==> src/rtl/rom_fetch_sequencer_pkg.sv <==
// Shared opcode, instruction-field and state definitions for the ROM fetch sequencer.
package rom_fetch_sequencer_pkg;

  localparam logic [3:0] OP_NOP = 4'd0;
  localparam logic [3:0] OP_STO = 4'd2;
  localparam logic [3:0] OP_ADD = 4'd3;
  localparam logic [3:0] OP_SUB = 4'd6;

  localparam int OPC_MSB  = 27;
  localparam int OPC_LSB  = 24;
  localparam int DST_MSB  = 23;
  localparam int DST_LSB  = 16;
  localparam int SRCA_MSB = 15;
  localparam int SRCA_LSB = 8;
  localparam int SRCB_MSB = 7;
  localparam int SRCB_LSB = 0;

  // One bit per opcode value: set when that opcode writes / reads registers.
  localparam logic [15:0] WRITER_MASK = (16'd1 << OP_STO) | (16'd1 << OP_ADD) | (16'd1 << OP_SUB);
  localparam logic [15:0] READER_MASK = (16'd1 << OP_ADD) | (16'd1 << OP_SUB);

  typedef enum logic [1:0] {
    ST_IDLE  = 2'd0,
    ST_FETCH = 2'd1,
    ST_DELAY = 2'd2,
    ST_STALL = 2'd3
  } state_e;

  function automatic logic is_writer(input logic [3:0] op);
    return WRITER_MASK[op];
  endfunction

  function automatic logic is_reader(input logic [3:0] op);
    return READER_MASK[op];
  endfunction

endpackage

==> src/rtl/rom_hazard_scoreboard.sv <==
// Shift-register scoreboard of recently issued destinations; flags a RAW match
// against either query source. Used only when FETCH_RAW_INTERLOCK_EN is defined.
module rom_hazard_scoreboard #(
  parameter int DEPTH = 2
) (
  input  logic       Clock,
  input  logic       Reset,
  input  logic       push,
  input  logic [7:0] destination,
  input  logic [7:0] srca,
  input  logic [7:0] srcb,
  output logic       hit
);

  logic [DEPTH-1:0] vld_r;
  logic [7:0]       dst_r [DEPTH];

  // Shift every cycle; a cycle without push inserts an invalid bubble entry.
  always_ff @(posedge Clock) begin
    if (Reset) begin
      vld_r <= '0;
      for (int i = 0; i < DEPTH; i++) dst_r[i] <= 8'd0;
    end else begin
      for (int i = DEPTH - 1; i > 0; i--) begin
        vld_r[i] <= vld_r[i-1];
        dst_r[i] <= dst_r[i-1];
      end
      vld_r[0] <= push;
      dst_r[0] <= destination;
    end
  end

  // Match any valid entry against either source operand.
  always_comb begin
    hit = 1'b0;
    for (int i = 0; i < DEPTH; i++) begin
      if (vld_r[i] && ((dst_r[i] == srca) || (dst_r[i] == srcb))) hit = 1'b1;
      else hit = hit;
    end
  end

endmodule

==> src/rtl/rom_fetch_sequencer.sv <==
// Program sequencer: owns the PC, issues ROM words through a valid/ready stage,
// absorbs NOPs as delays. Define FETCH_RAW_INTERLOCK_EN to enable RAW bubbles.
module rom_fetch_sequencer
  import rom_fetch_sequencer_pkg::*;
#(
  parameter logic [15:0] PC_RESET     = 16'd0,
  parameter int          DELAY_WIDTH  = 24,
  parameter int          HAZARD_DEPTH = 2
) (
  input  logic        Clock,
  input  logic        Reset,
  input  logic        iEnable,
  output logic [15:0] oAddress,
  input  logic [27:0] iInstruction,
  output logic [27:0] oInstruction,
  output logic        oValid,
  input  logic        iReady,
  output logic        oBusy
);

  state_e                 state_r, next_state_s;
  logic [15:0]            pc_r;
  logic [27:0]            instr_r;
  logic                   valid_r, busy_r;
  logic [DELAY_WIDTH-1:0] cnt_r;

  logic                   slot_free_s, accept_s, is_nop_s, nop_zero_s, hazard_s;
  logic                   pc_inc_s, load_s, clr_valid_s, cnt_load_s, cnt_dec_s;
  logic [3:0]             op_s;
  logic [DELAY_WIDTH-1:0] nop_cnt_s;

  assign op_s        = iInstruction[OPC_MSB:OPC_LSB];
  assign nop_cnt_s   = iInstruction[DELAY_WIDTH-1:0];
  assign is_nop_s    = (op_s == OP_NOP);
  assign nop_zero_s  = (nop_cnt_s == '0);
  assign slot_free_s = !valid_r || iReady;
  assign accept_s    = valid_r && iReady;

`ifdef FETCH_RAW_INTERLOCK_EN
  logic push_s, hit_s;

  assign push_s   = load_s && is_writer(op_s);
  assign hazard_s = is_reader(op_s) && hit_s;

  rom_hazard_scoreboard #(.DEPTH(HAZARD_DEPTH)) u_scoreboard (
    .Clock       (Clock),
    .Reset       (Reset),
    .push        (push_s),
    .destination (iInstruction[DST_MSB:DST_LSB]),
    .srca        (iInstruction[SRCA_MSB:SRCA_LSB]),
    .srcb        (iInstruction[SRCB_MSB:SRCB_LSB]),
    .hit         (hit_s)
  );
`else
  assign hazard_s = 1'b0;
`endif

  // State register.
  always_ff @(posedge Clock) begin
    if (Reset) state_r <= ST_IDLE;
    else       state_r <= next_state_s;
  end

  // Next-state logic.
  always_comb begin
    next_state_s = state_r;
    case (state_r)
      ST_IDLE:  next_state_s = iEnable ? ST_FETCH : ST_IDLE;
      ST_FETCH: begin
        if (!iEnable)                    next_state_s = ST_IDLE;
        else if (!slot_free_s)           next_state_s = ST_FETCH;
        else if (is_nop_s && !nop_zero_s) next_state_s = ST_DELAY;
        else if (!is_nop_s && hazard_s)  next_state_s = ST_STALL;
        else                             next_state_s = ST_FETCH;
      end
      ST_DELAY: next_state_s = (cnt_r == DELAY_WIDTH'(1)) ? ST_FETCH : ST_DELAY;
      ST_STALL: next_state_s = hazard_s ? ST_STALL : ST_FETCH;
      default:  next_state_s = ST_IDLE;
    endcase
  end

  // Datapath controls decoded from the current state.
  always_comb begin
    pc_inc_s    = 1'b0;
    load_s      = 1'b0;
    clr_valid_s = accept_s;
    cnt_load_s  = 1'b0;
    cnt_dec_s   = 1'b0;
    case (state_r)
      ST_FETCH: begin
        if (!iEnable || !slot_free_s) begin
          clr_valid_s = accept_s;
        end else if (is_nop_s) begin
          pc_inc_s    = 1'b1;
          clr_valid_s = 1'b1;
          cnt_load_s  = !nop_zero_s;
        end else if (hazard_s) begin
          clr_valid_s = 1'b1;
        end else begin
          load_s   = 1'b1;
          pc_inc_s = 1'b1;
        end
      end
      ST_DELAY: cnt_dec_s = 1'b1;
      default:  cnt_dec_s = 1'b0;
    endcase
  end

  // PC, output stage, delay counter and busy flag.
  always_ff @(posedge Clock) begin
    if (Reset) begin
      pc_r    <= PC_RESET;
      instr_r <= 28'd0;
      valid_r <= 1'b0;
      cnt_r   <= '0;
      busy_r  <= 1'b0;
    end else begin
      if (pc_inc_s) pc_r <= pc_r + 16'd1;
      if (load_s) begin
        instr_r <= iInstruction;
        valid_r <= 1'b1;
      end else if (clr_valid_s) begin
        valid_r <= 1'b0;
      end
      if (cnt_load_s)     cnt_r <= nop_cnt_s;
      else if (cnt_dec_s) cnt_r <= cnt_r - DELAY_WIDTH'(1);
      busy_r <= (next_state_s == ST_DELAY) || (next_state_s == ST_STALL);
    end
  end

  assign oAddress     = pc_r;
  assign oInstruction = instr_r;
  assign oValid       = valid_r;
  assign oBusy        = busy_r;

endmodule

==> config.mk <==
export PLATFORM = sky130hd
export DESIGN_NAME = rom_fetch_sequencer
export DESIGN_NICKNAME = d
export VERILOG_FILES = /design/src/rtl/rom_fetch_sequencer_pkg.sv /design/src/rtl/rom_hazard_scoreboard.sv /design/src/rtl/rom_fetch_sequencer.sv
export SDC_FILE = /design/constraint.sdc
export NUM_CORES = 1
export LEC_CHECK = 0
export BUFFER_PORTS_ARGS = -buffer_cell sky130_fd_sc_hd__buf_4
export CORE_UTILIZATION = 35
export CTS_BUF_LIST = sky130_fd_sc_hd__clkbuf_16
export CTS_CLUSTER_SIZE = 25
export DETAILED_ROUTE_END_ITERATION = 8
export SLEW_MARGIN = 20
export SYNTH_ARGS = -nofsm -noshare
export SYNTH_HDL_FRONTEND = slang
export SYNTH_SLANG_ARGS = --single-unit
==> constraint.sdc <==
create_clock -name Clock -period 5.67 [get_ports Clock]
set_clock_uncertainty 0.15 [all_clocks]
set_input_delay 0 -clock Clock [delete_from_list [all_inputs] [get_ports Clock]]
set_output_delay 0 -clock Clock [all_outputs]
set_load 0.005 [all_outputs]
==> results of run 1 <==
## routing by layer
layer / routed length, um / part of all wire [%] / up-vias
met3: 294 / 3.2 / 4
met5: 0 / 0 / -
met4: 63 / 0.69 / 0
met2: 4310 / 48 / 63
li1: - / - / 1669
met1: 4400 / 49 / 1554
## synth_stat cells (all sizes together), types with 6 or more instances
master | instances | area share (%)
dfxtp | 72 | 43
clkbuf | 20 | 2.3
nor4 | 11 | 2.3
xnor2 | 10 | 2.6
o21ai | 14 | 2.1
nand4 | 10 | 1.9
nor2 | 30 | 3.4
nand2 | 69 | 7.8
nor3 | 14 | 2.3
a22oi | 13 | 2.9
or4 | 7 | 1.8
a21oi | 54 | 8.3
nand3 | 9 | 1.4
and3 | 6 | 1.1
## worst max-delay path, delay by kind of cell
kind                   cells  cell delay (ns)
AOI/OAI and AO/OA          3             1.25
buffers and inverters      2             0.67
and+or+nand+nor            2             0.81
## power groups by stage
stage	clock (uW)	combinational (uW)	sequential, uW
2_1_floorplan	0	37.5	531
3_3_place_gp	0	78.2	531
3_5_place_dp	0	79.0	531
4_1_cts	547	95.8	521
5_1_grt	573	104	521
6_report	536	95.4	521
## kinds of logic (layout without fill, tap and decap cells)
group | count (synthesis) | after routing | share of synthesized area, %
AOI/OAI and AO/OA | 115 | 115 | 22.2
buffers and inverters | 28 | 128 | 3.84
DFF | 72 | 72 | 43.3
and+or+nand+nor | 172 | 172 | 25.3
xor gates and xnor gates | 15 | 15 | 3.95
adders and majority gates | 3 | 3 | 1.13
muxes | 1 | 1 | 0.301
## final cells by class
class / instances / area [um^2] / share of cell area [%]
inverter: 4 / 15.0 / 0.330
timing repair buffer: 109 / 893 / 19.6
sequential: 72 / 1440 / 31.7
clock buffer: 9 / 225 / 4.95
clock inverter: 6 / 52.6 / 1.16
tap: 129 / 161 / 3.55
multi-input combinational: 306 / 1760 / 38.7
## registers in the layout, summed over array words and instances, names as in the netlist
name,cells
oInstruction,28
cnt_r,24
oAddress,16
state_r,2
oBusy,1
oValid,1
## worst max-delay path by stage
stage,startpoint,to,depth (start not counted)
2_1_floorplan,cnt_r[15],cnt_r[22],6
3_3_place_gp,state_r[1],oInstruction[27],5
3_5_place_dp,state_r[1],oInstruction[25],5
4_1_cts,iInstruction[5],cnt_r[21],7
5_1_grt,iInstruction[5],cnt_r[21],7
6_report,iInstruction[5],cnt_r[21],7
## cells in the final DEF (no fill, tap or decap), types with 2 or more instances in the layout
master	synthesis	final
xnor2_1	10	10
a21oi_2	2	2
a31oi_1	4	4
xor2_1	5	5
buf_4	0	79
or4_4	2	2
ha_1	3	3
nand4_1	10	10
or4_1	4	4
o21ai_0	14	14
nand2_1	69	69
a32oi_1	2	2
nor4_1	10	10
inv_1	4	5
dfxtp_1	72	72
nand3_1	9	9
and3_1	6	6
nor2_1	30	30
a221oi_1	2	2
o311ai_0	3	3
nor3b_1	2	2
a211oi_1	3	3
or3_1	4	4
clkbuf_16	0	9
or2_2	2	2
nor3_1	13	13
clkinv_2	0	3
o21a_1	3	3
dlygate4sd3_1	0	30
a21oi_1	52	52
a22oi_1	13	13
o211ai_1	4	4
## what timing repair did
item / 4_1_cts / 5_1_grt
gates resized for setup: 0 / 0
endpoints found under the setup margin: 0 / 0
hold endpoints to repair: 54 / 0
hold buffers: 30 / 0
## per-stage QoR
stage	total power, uW	std cells	worst slack, ns	instance area [um^2]	utilization (%)
2_1_floorplan	569	406	3.38	3330	-
3_5_place_dp	610	590	3.13	3970	43.0
3_3_place_gp	609	590	3.21	3970	43.0
6_report	1150	635	3.02	4550	49.2
4_1_cts	1160	635	3.01	4550	49.2
5_1_grt	1200	635	2.82	4550	49.2
==> flow_summary_export.csv, run 1 <==
group,metric,value,unit
job,max_cap_viol_count,0,
detailed_routing,first_pass_iters,6,
timing,finalSetupTns,0,ns
timing,timing.hold.ws,0.0639,ns
pwr,leakagePower,0.00174,uW
timing,rsz0062_at_grt,"false",
worst_setup_path,path_class,"input pin to flop",
worst_setup_path,rrSetupSlack,3.15,ns
layout,drive_gt1_share,20.9,%
logic_synthesis,synth_edf_count,0,
timing,period_minus_slack,2.65,ns
worst_setup_path,start_kind,"input pin",
timing,fmax,377,MHz
worst_setup_path,r2r_start,"state_r[1]",
logic_synthesis,ys_seq_area_share,43.3,%
grt,grt_pass1_wl,14.7,mm
grt,grt_start_max_net_pins,72,
logic_synthesis,ys_seq_elements,72,
clock_network,root_buffer,"clkbuf_16",
grt,grt-busiest-layer,"met2",
detailed_routing,wl,9.07,mm
floorplan,core,9240,um^2
pwr,comb_power_share,8.3,%
layout,nets,537,
timing,slew_viol_final,0,
timing,hold_violations,0,
worst_setup_path,cp-end-kind,"flop",
layout,n_antenna_cell,0,
hold_path,hold_depth,2,
layout,n_fill_cell,898,
detailed_routing,avgViaCountPerCell,5.18,
placed_design,hpwl,6.00,mm
worst_setup_path,critical-path-slowest-cell,"o211ai_1",
hold_path,hold_start,"Reset",
pwr,power_density,253,nW/um^2
timing,slew_headroom,36.3,%
grt,grt_usage,18.7,%
pwr,seqPwrFrac,45.2,%
pwr,peakVddDrop,148,uV
logic_synthesis,synthCells,406,
floorplan,start_util,36.0,%
worst_setup_path,required,5.77,ns
floorplan,rows,35,
grt,grt_pass1_vias,2986,
worst_setup_path,rr_endpoint,"oInstruction[25]",
logic_synthesis,yosysUniqueCellTypes,56,
worst_setup_path,critPathMaxFanout,9,
worst_setup_path,reg2regPathDepth,5,
clock_network,clkLatencyLatePin,0.33,ns
clock_network,clock_path_buffers,2,
detailed_routing,drc_errors,0,
placed_design,portBuffers,77,
timing,period_share,46.8,%
floorplan,dieHeight,99.5,um
logic_synthesis,synth_area,3330,um^2
hold_path,whs_endpoint,"oAddress[10]",
pwr,swShare,22.2,%
logic_synthesis,ys.flop_type,"dfxtp_1",
floorplan,num_io_pins,78,
floorplan,die_area,9900,um^2
clock_network,path_clk_slew,0.06,ns
clock_network,numCtsBuffers,9,
detailed_routing,post_drt_wl_per_cell,14.3,um
grt,met1_usage,25.2,%
worst_setup_path,cp_slowest_stage_delay,0.76,ns
layout,syn2layout_area_growth,36.7,%
hold_path,hold_class,"input pin to flop",
logic_synthesis,syn_nets,441,
pwr,p_int,896,uW
grt,overflow,0,
grt,antenna_found_initial,0,
floorplan,fp.dieW,99.5,um
grt,use_met3,4.15,%
logic_synthesis,synth.avg_cell_area,8.19,um^2
worst_setup_path,critical_path_arrival,2.76,ns
timing,setup_viol,0,
clock_network,clock-sinks,72,
run_status,run_status,"finished, final reports clean",
pwr,p_sw,255,uW
grt,grt_use_met2,30.4,%
detailed_routing,drt-initial-drc-count,200,
detailed_routing,dr_total_vias,3290,
timing,worst_pin_slew,0.953,ns
logic_synthesis,async_reset_ff_share,0,%
logic_synthesis,ys_warn_count,0,
clock_network,postCtsSetupRepairBufs,0,
placed_design,gp_congestion,0.804,
worst_setup_path,crit_path_cell_trace,"dlygate4sd3_1 -> buf_4 -> nor4_1 -> nand2_1 -> o211ai_1 -> o311ai_0 -> a21oi_1",
pwr,power_frac_clock,46.5,%
clock_network,h-tree-depth,3,
clock_network,cts_tree,"done",
detailed_routing,drtAntennaViolNets,0,
Note: power is estimated with default switching activity, not from simulation.
==> run 2: changes to the inputs <==
--- a/config.mk
+++ b/config.mk
@@ -5,6 +5,7 @@
 export SDC_FILE = /design/constraint.sdc
 export NUM_CORES = 1
 export LEC_CHECK = 0
+export ABC_AREA = 1
 export BUFFER_PORTS_ARGS = -buffer_cell sky130_fd_sc_hd__buf_4
 export CORE_UTILIZATION = 35
 export CTS_BUF_LIST = sky130_fd_sc_hd__clkbuf_16
==> constraint.sdc (replaced) <==
create_clock -name Clock -period 2.5 [get_ports Clock]
set_clock_uncertainty 0.15 [all_clocks]
set_input_delay 0 -clock Clock [delete_from_list [all_inputs] [get_ports Clock]]
set_output_delay 0 -clock Clock [all_outputs]
set_load 0.005 [all_outputs]
==> run 2 against run 1 <==
Net effect:
- clock power increased by 130%
- hold slack better by 0.24 ns
- global-route usage up 3.1 points
- largest cell class unchanged
- sequential power up 130%
- largest power group unchanged
==> flow_summary_export.csv, run 2 <==
group,metric,value,unit
timing,slew_headroom,27.9,%
timing,rsz0062_at_grt,"false",
clock_network,root_buffer,"clkbuf_16",
layout,drive_gt1_share,16.4,%
timing,worst_pin_slew,1.08,ns
grt,grt_usage,21.8,%
grt,grt_pass1_vias,4061,
logic_synthesis,ys_seq_area_share,36.7,%
logic_synthesis,async_reset_ff_share,0,%
layout,layout_commonest_cell,"nor2_1",
clock_network,cts_tree,"done",
clock_network,numCtsBuffers,9,
floorplan,fp.dieW,108,um
clock_network,clock_path_buffers,2,
timing,finalSetupTns,0,ns
timing,period_minus_slack,2.25,ns
logic_synthesis,synth_area,3930,um^2
layout,n_fill_cell,1084,
logic_synthesis,synth.avg_cell_area,6.38,um^2
pwr,power_density,532,nW/um^2
pwr,power,2790,uW
detailed_routing,post_drt_wl_per_cell,13.9,um
detailed_routing,dr_total_vias,4243,
worst_setup_path,start_kind,"input pin",
layout,n_antenna_cell,0,
layout,layout_common_cells,"nor2_1 (160), nand2_1 (133), buf_4 (82)",
clock_network,path_clk_slew,0.06,ns
detailed_routing,drtAntennaViolNets,0,
detailed_routing,first_pass_iters,6,
job,max_cap_viol_count,0,
logic_synthesis,synth_edf_count,0,
floorplan,rows,38,
grt,antenna_found_initial,0,
worst_setup_path,critical_path_arrival,2.38,ns
layout,fin_util,48.2,%
detailed_routing,drc_errors,0,
floorplan,core,10900,um^2
grt,overflow,0,
logic_synthesis,synth_common_cells,"nor2_1 (160), nand2_1 (133), dfxtp_1 (72)",
logic_synthesis,synth_area_leaders,"dfxtp_1 (37%), nor2_1 (15%), nand2_1 (13%), nand4_1 (5.1%), nand3_1 (5.0%)",
worst_setup_path,cp-end-kind,"flop",
placed_design,place_area,4590,um^2
timing,slew_viol_final,0,
floorplan,start_util,36.0,%
grt,grt_start_max_net_pins,38,
floorplan,die_area,11600,um^2
floorplan,num_io_pins,78,
timing,period_share,90.0,%
logic_synthesis,synthCells,615,
clock_network,clock-sinks,72,
logic_synthesis,yosysTopAreaCellShare,36.7,%
pwr,peakVddDrop,301,uV
hold_path,hold_class,"input pin to flop",
logic_synthesis,ys_warn_count,0,
worst_setup_path,critPathMaxFanout,29,
layout,nets,757,
logic_synthesis,yosysUniqueCellTypes,33,
logic_synthesis,ys_seq_elements,72,
grt,grt_pass1_wl,19.8,mm
detailed_routing,avgViaCountPerCell,4.89,
run_status,run_status,"finished, final reports clean",
logic_synthesis,ys.flop_type,"dfxtp_1",
layout,postLayoutCellArea,5240,um^2
clock_network,h-tree-depth,3,
layout,syn2layout_area_growth,33.6,%
logic_synthesis,yosysMostFrequentCell,"nor2_1",
timing,hold_violations,0,
layout,largest_reg_flops,28,
clock_network,cts_resized,0,
logic_synthesis,yosys.area.top_type,"dfxtp_1",
timing,fmax,444,MHz
detailed_routing,wl,12.1,mm
detailed_routing,drt-initial-drc-count,287,
worst_setup_path,required,2.63,ns
placed_design,hpwl,8.18,mm
placed_design,portBuffers,77,
clock_network,clkLatencyLatePin,0.33,ns
pwr,leakagePower,0.00248,uW
placed_design,gp_congestion,0.877,
worst_setup_path,path_class,"input pin to flop",
timing,setup_viol,0,
logic_synthesis,syn_nets,650,
floorplan,dieHeight,108,um
-- run 2: layout make-up --
type                       instances  area, um^2  share of cell area (%)
clock buffer                       9         225                    4.29
timing repair buffer             119         986                    18.8
clock inverter                     7        56.3                    1.07
tap                              140         175                    3.34
sequential                        72        1440                    27.5
inverter                          53         199                    3.79
multi-input combinational        467        2160                    41.2
-- run 2: cells by family (layout without fill, tap and decap cells) --
kind of cell,count (synthesis),count (layout),share of synthesized area (%)
buffers and inverters,76,188,8.22
AO/OA/AOI/OAI,65,65,8.67
XOR/XNOR,9,9,2.01
AND/OR/NAND/NOR,390,390,43.4
flip-flops,72,72,36.7
adder cells (fa/ha/maj),3,3,0.956
-- run 2: path summary, 6_finish.rpt --
path	startpoint	endpoint	slack (ns)	cells past startpoint
setup reg to reg	state_r[1]	oInstruction[24]	0.27	9
hold reg to reg	oInstruction[26]	oInstruction[26]	0.33	2
hold / removal	iInstruction[0]	cnt_r[0]	0.31	3
setup / recovery	iReady	oInstruction[24]	0.25	12
-- run 2: report_power, final --
part / switching (uW) / internal [uW]
logic: 186 / 160
registers: 21.1 / 1180
clock network: 487 / 756
total: 694 / 2100
-- run 2: timing repair --
| action | 4_1_cts | 5_1_grt |
|---|---|---|
| hold endpoints to repair | 60 | 0 |
| buffers inserted | 0 | 0 |
| setup endpoints to repair | 0 | 0 |
| hold buffers | 37 | 0 |
-- run 2: layer usage --
layer	share of wire [%]	track usage [%]	up-vias
li1	-	-	2188
met1	48	30.2	1932
met2	45	33.8	108
met3	4.5	3.27	15
met4	1.7	8.61	0
met5	0	0	-
-- run 2: worst max-delay path, stage by stage --
cell           delay [ns]
dlygate4sd3_1        0.53
buf_4                0.13
inv_1                0.05
nand2_2              0.05
nand2_2              0.11
nor2_8               0.08
inv_2                0.16
nor2_4               0.06
inv_2                0.40
nand2_1              0.10
a21oi_1              0.14
dlygate4sd3_1        0.56
-- run 2: stage by stage --
stage,hold slack [ns],instances,setup WS [ns]
floorplan,-0.0262,615,0.930
global placement,0.0964,814,0.698
detailed placement,0.0934,814,0.656
CTS,0.298,867,0.263
global route,0.325,867,0.0821
finish,0.307,867,0.249
==> run 3: changes to the inputs <==
--- a/config.mk
+++ b/config.mk
@@ -5,7 +5,7 @@
 export SDC_FILE = /design/constraint.sdc
 export NUM_CORES = 1
 export LEC_CHECK = 0
-export ABC_AREA = 1
+export ABC_AREA = 0
 export BUFFER_PORTS_ARGS = -buffer_cell sky130_fd_sc_hd__buf_4
 export CORE_UTILIZATION = 35
 export CTS_BUF_LIST = sky130_fd_sc_hd__clkbuf_16
==> run 3 against run 2 <==
Net effect:
- total power grew 2.1%
- cell count shrank 26%
- sequential power is essentially flat
- die area shrank 15%
- design area shrank 11%
- critical endpoint is now cnt_r[22]
- global-route usage shrank 3.1 points
==> flow_summary_export.csv, run 3 (synthesis gave the netlist of run 1 again) <==
group,metric,value,unit
layout,drive_gt1_share,22.9,%
floorplan,fp.dieW,99.5,um
clock_network,clock_path_buffers,2,
detailed_routing,wl,9.00,mm
timing,finalSetupTns,0,ns
worst_setup_path,critPathMaxFanout,8,
layout,nets,547,
worst_setup_path,critical-path-slowest-cell,"or4_1",
floorplan,core,9240,um^2
worst_setup_path,cp_slowest_stage_delay,0.63,ns
floorplan,rows,35,
worst_setup_path,cp-end-kind,"flop",
detailed_routing,drc_errors,0,
detailed_routing,post_drt_wl_per_cell,13.9,um
placed_design,gp_congestion,0.819,
timing,setup_viol,0,
hold_path,hold_start,"Reset",
placed_design,place_area,4040,um^2
worst_setup_path,crit_path_cell_trace,"or4_1 -> or4_4 -> or2_4 -> o311ai_4 -> a21oi_2",
grt,grt_pass1_wl,14.8,mm
clock_network,root_buffer,"clkbuf_16",
worst_setup_path,rrSetupSlack,0.13,ns
worst_setup_path,required,2.54,ns
timing,fmax,422,MHz
worst_setup_path,critical_path_arrival,2.41,ns
layout,fin_util,50.6,%
worst_setup_path,rr_endpoint,"cnt_r[22]",
layout,postLayoutCellArea,4680,um^2
clock_network,h-tree-depth,3,
grt,antenna_found_initial,0,
layout,n_fill_cell,884,
hold_path,hold_class,"input pin to flop",
run_status,run_status,"finished, final reports clean",
timing,slew_headroom,49.5,%
timing,rsz0062_at_grt,"false",
placed_design,hpwl,6.08,mm
placed_design,dp_slack,0.164,ns
grt,overflow,0,
pwr,peakVddDrop,289,uV
hold_path,whs_endpoint,"oAddress[11]",
layout,syn2layout_area_growth,40.6,%
clock_network,postCtsSetupRepairBufs,0,
floorplan,dieHeight,99.5,um
worst_setup_path,path_class,"flop to flop",
grt,grt_usage,18.7,%
clock_network,clkLatencyLatePin,0.33,ns
grt,grt_start_max_net_pins,72,
timing,hold_violations,0,
floorplan,start_util,36.0,%
worst_setup_path,start_kind,"flop",
clock_network,numCtsBuffers,9,
layout,largest_reg_flops,28,
pwr,leakagePower,0.00181,uW
timing,period_minus_slack,2.37,ns
detailed_routing,drt-initial-drc-count,156,
detailed_routing,first_pass_iters,4,
layout,multiInputGateArea,1760,um^2
detailed_routing,drtAntennaViolNets,0,
clock_network,clock-sinks,72,
layout,layout_common_cells,"buf_4 (89), dfxtp_1 (72), nand2_1 (69)",
hold_path,hold_depth,2,
timing,worst_pin_slew,0.757,ns
job,max_cap_viol_count,0,
clock_network,cts_tree,"done",
floorplan,num_io_pins,78,
clock_network,path_clk_slew,0.06,ns
layout,n_antenna_cell,0,
worst_setup_path,r2r_start,"cnt_r[11]",
pwr,power_density,609,nW/um^2
layout,layout_commonest_cell,"buf_4",
floorplan,die_area,9900,um^2
placed_design,portBuffers,77,
layout,regArea,1440,um^2
timing,worst_slack,0.131,ns
grt,grt_pass1_vias,3103,
timing,slew_viol_final,0,
detailed_routing,dr_total_vias,3335,
worst_setup_path,reg2regPathDepth,5,
detailed_routing,avgViaCountPerCell,5.17,
timing,timing.hold.ws,0.0617,ns
timing,period_share,94.8,%
==> run 3: cell types whose count changed in the layout (fill, tap and decap cells not counted), moves of 8 or more <==
cell | before | now
nor2_1 | 160 | 30
nand2_1 | 133 | 69
inv_1 | 50 | 4
nand3_1 | 39 | 9
a21oi_1 | 24 | 52
nand4_1 | 32 | 10
o21ai_0 | 36 | 14
a22oi_1 | 0 | 13
nor4_1 | 0 | 10
nor3_1 | 5 | 13
xnor2_1 | 2 | 10
==> run 3: worst max-delay path: cells and delay by family, from the launching register on <==
| kind | cells | cell delay, ns |
|---|---|---|
| simple gates | 3 | 1.43 |
| flops | 1 | 0.36 |
| compound gates | 2 | 0.29 |
==> run 3: layer usage <==
metal / GRT usage, % / vias to the layer above / share of wire (%)
li1: - / 1690 / -
met1: 24.9 / 1555 / 48
met2: 30.2 / 83 / 47
met3: 4.29 / 7 / 4.1
met4: 5.66 / 0 / 1.2
met5: 0 / - / 0
==> run 3: final cells by class <==
class                   count  share of cell area, %
clock inverters             6                   2.33
repair buffers            119                   20.7
well taps                 129                   3.45
multi-input cells         306                   37.6
flip-flops and latches     72                   30.8
clock buffers               9                   4.81
inverters                   4                  0.321
==> run 3: through the flow <==
| step | std cells | total power, uW |
|---|---|---|
| 2_1_floorplan | 406 | 1290 |
| 3_3_place_gp | 600 | 1390 |
| 3_5_place_dp | 600 | 1390 |
| 4_1_cts | 645 | 2880 |
| 5_1_grt | 645 | 2950 |
| 6_report | 645 | 2850 |
==> run 3: what timing repair did <==
| action | CTS | global route |
|---|---|---|
| endpoints found under the hold margin | 55 | 0 |
| hold buffers | 30 | 0 |
| resized for setup | 0 | 0 |
==> run 3: how the worst max path moves through the flow <==
stage,startpoint,endpoint,slack (ns),depth (start not counted)
6_report,cnt_r[11],cnt_r[22],0.13,5
5_1_grt,cnt_r[11],state_r[1],0.07,5
4_1_cts,cnt_r[11],cnt_r[22],0.14,5
3_5_place_dp,cnt_r[11],cnt_r[22],0.16,5
3_3_place_gp,cnt_r[11],cnt_r[22],0.18,5
2_1_floorplan,cnt_r[15],cnt_r[22],0.21,6
==> run 3: power breakdown <==
part | leakage, uW | internal [uW] | switching, uW
clock | 0.000165 | 967 | 480
combinational | 0.00106 | 116 | 106
sequential | 0.000582 | 1170 | 12.5
total | 0.00181 | 2250 | 598
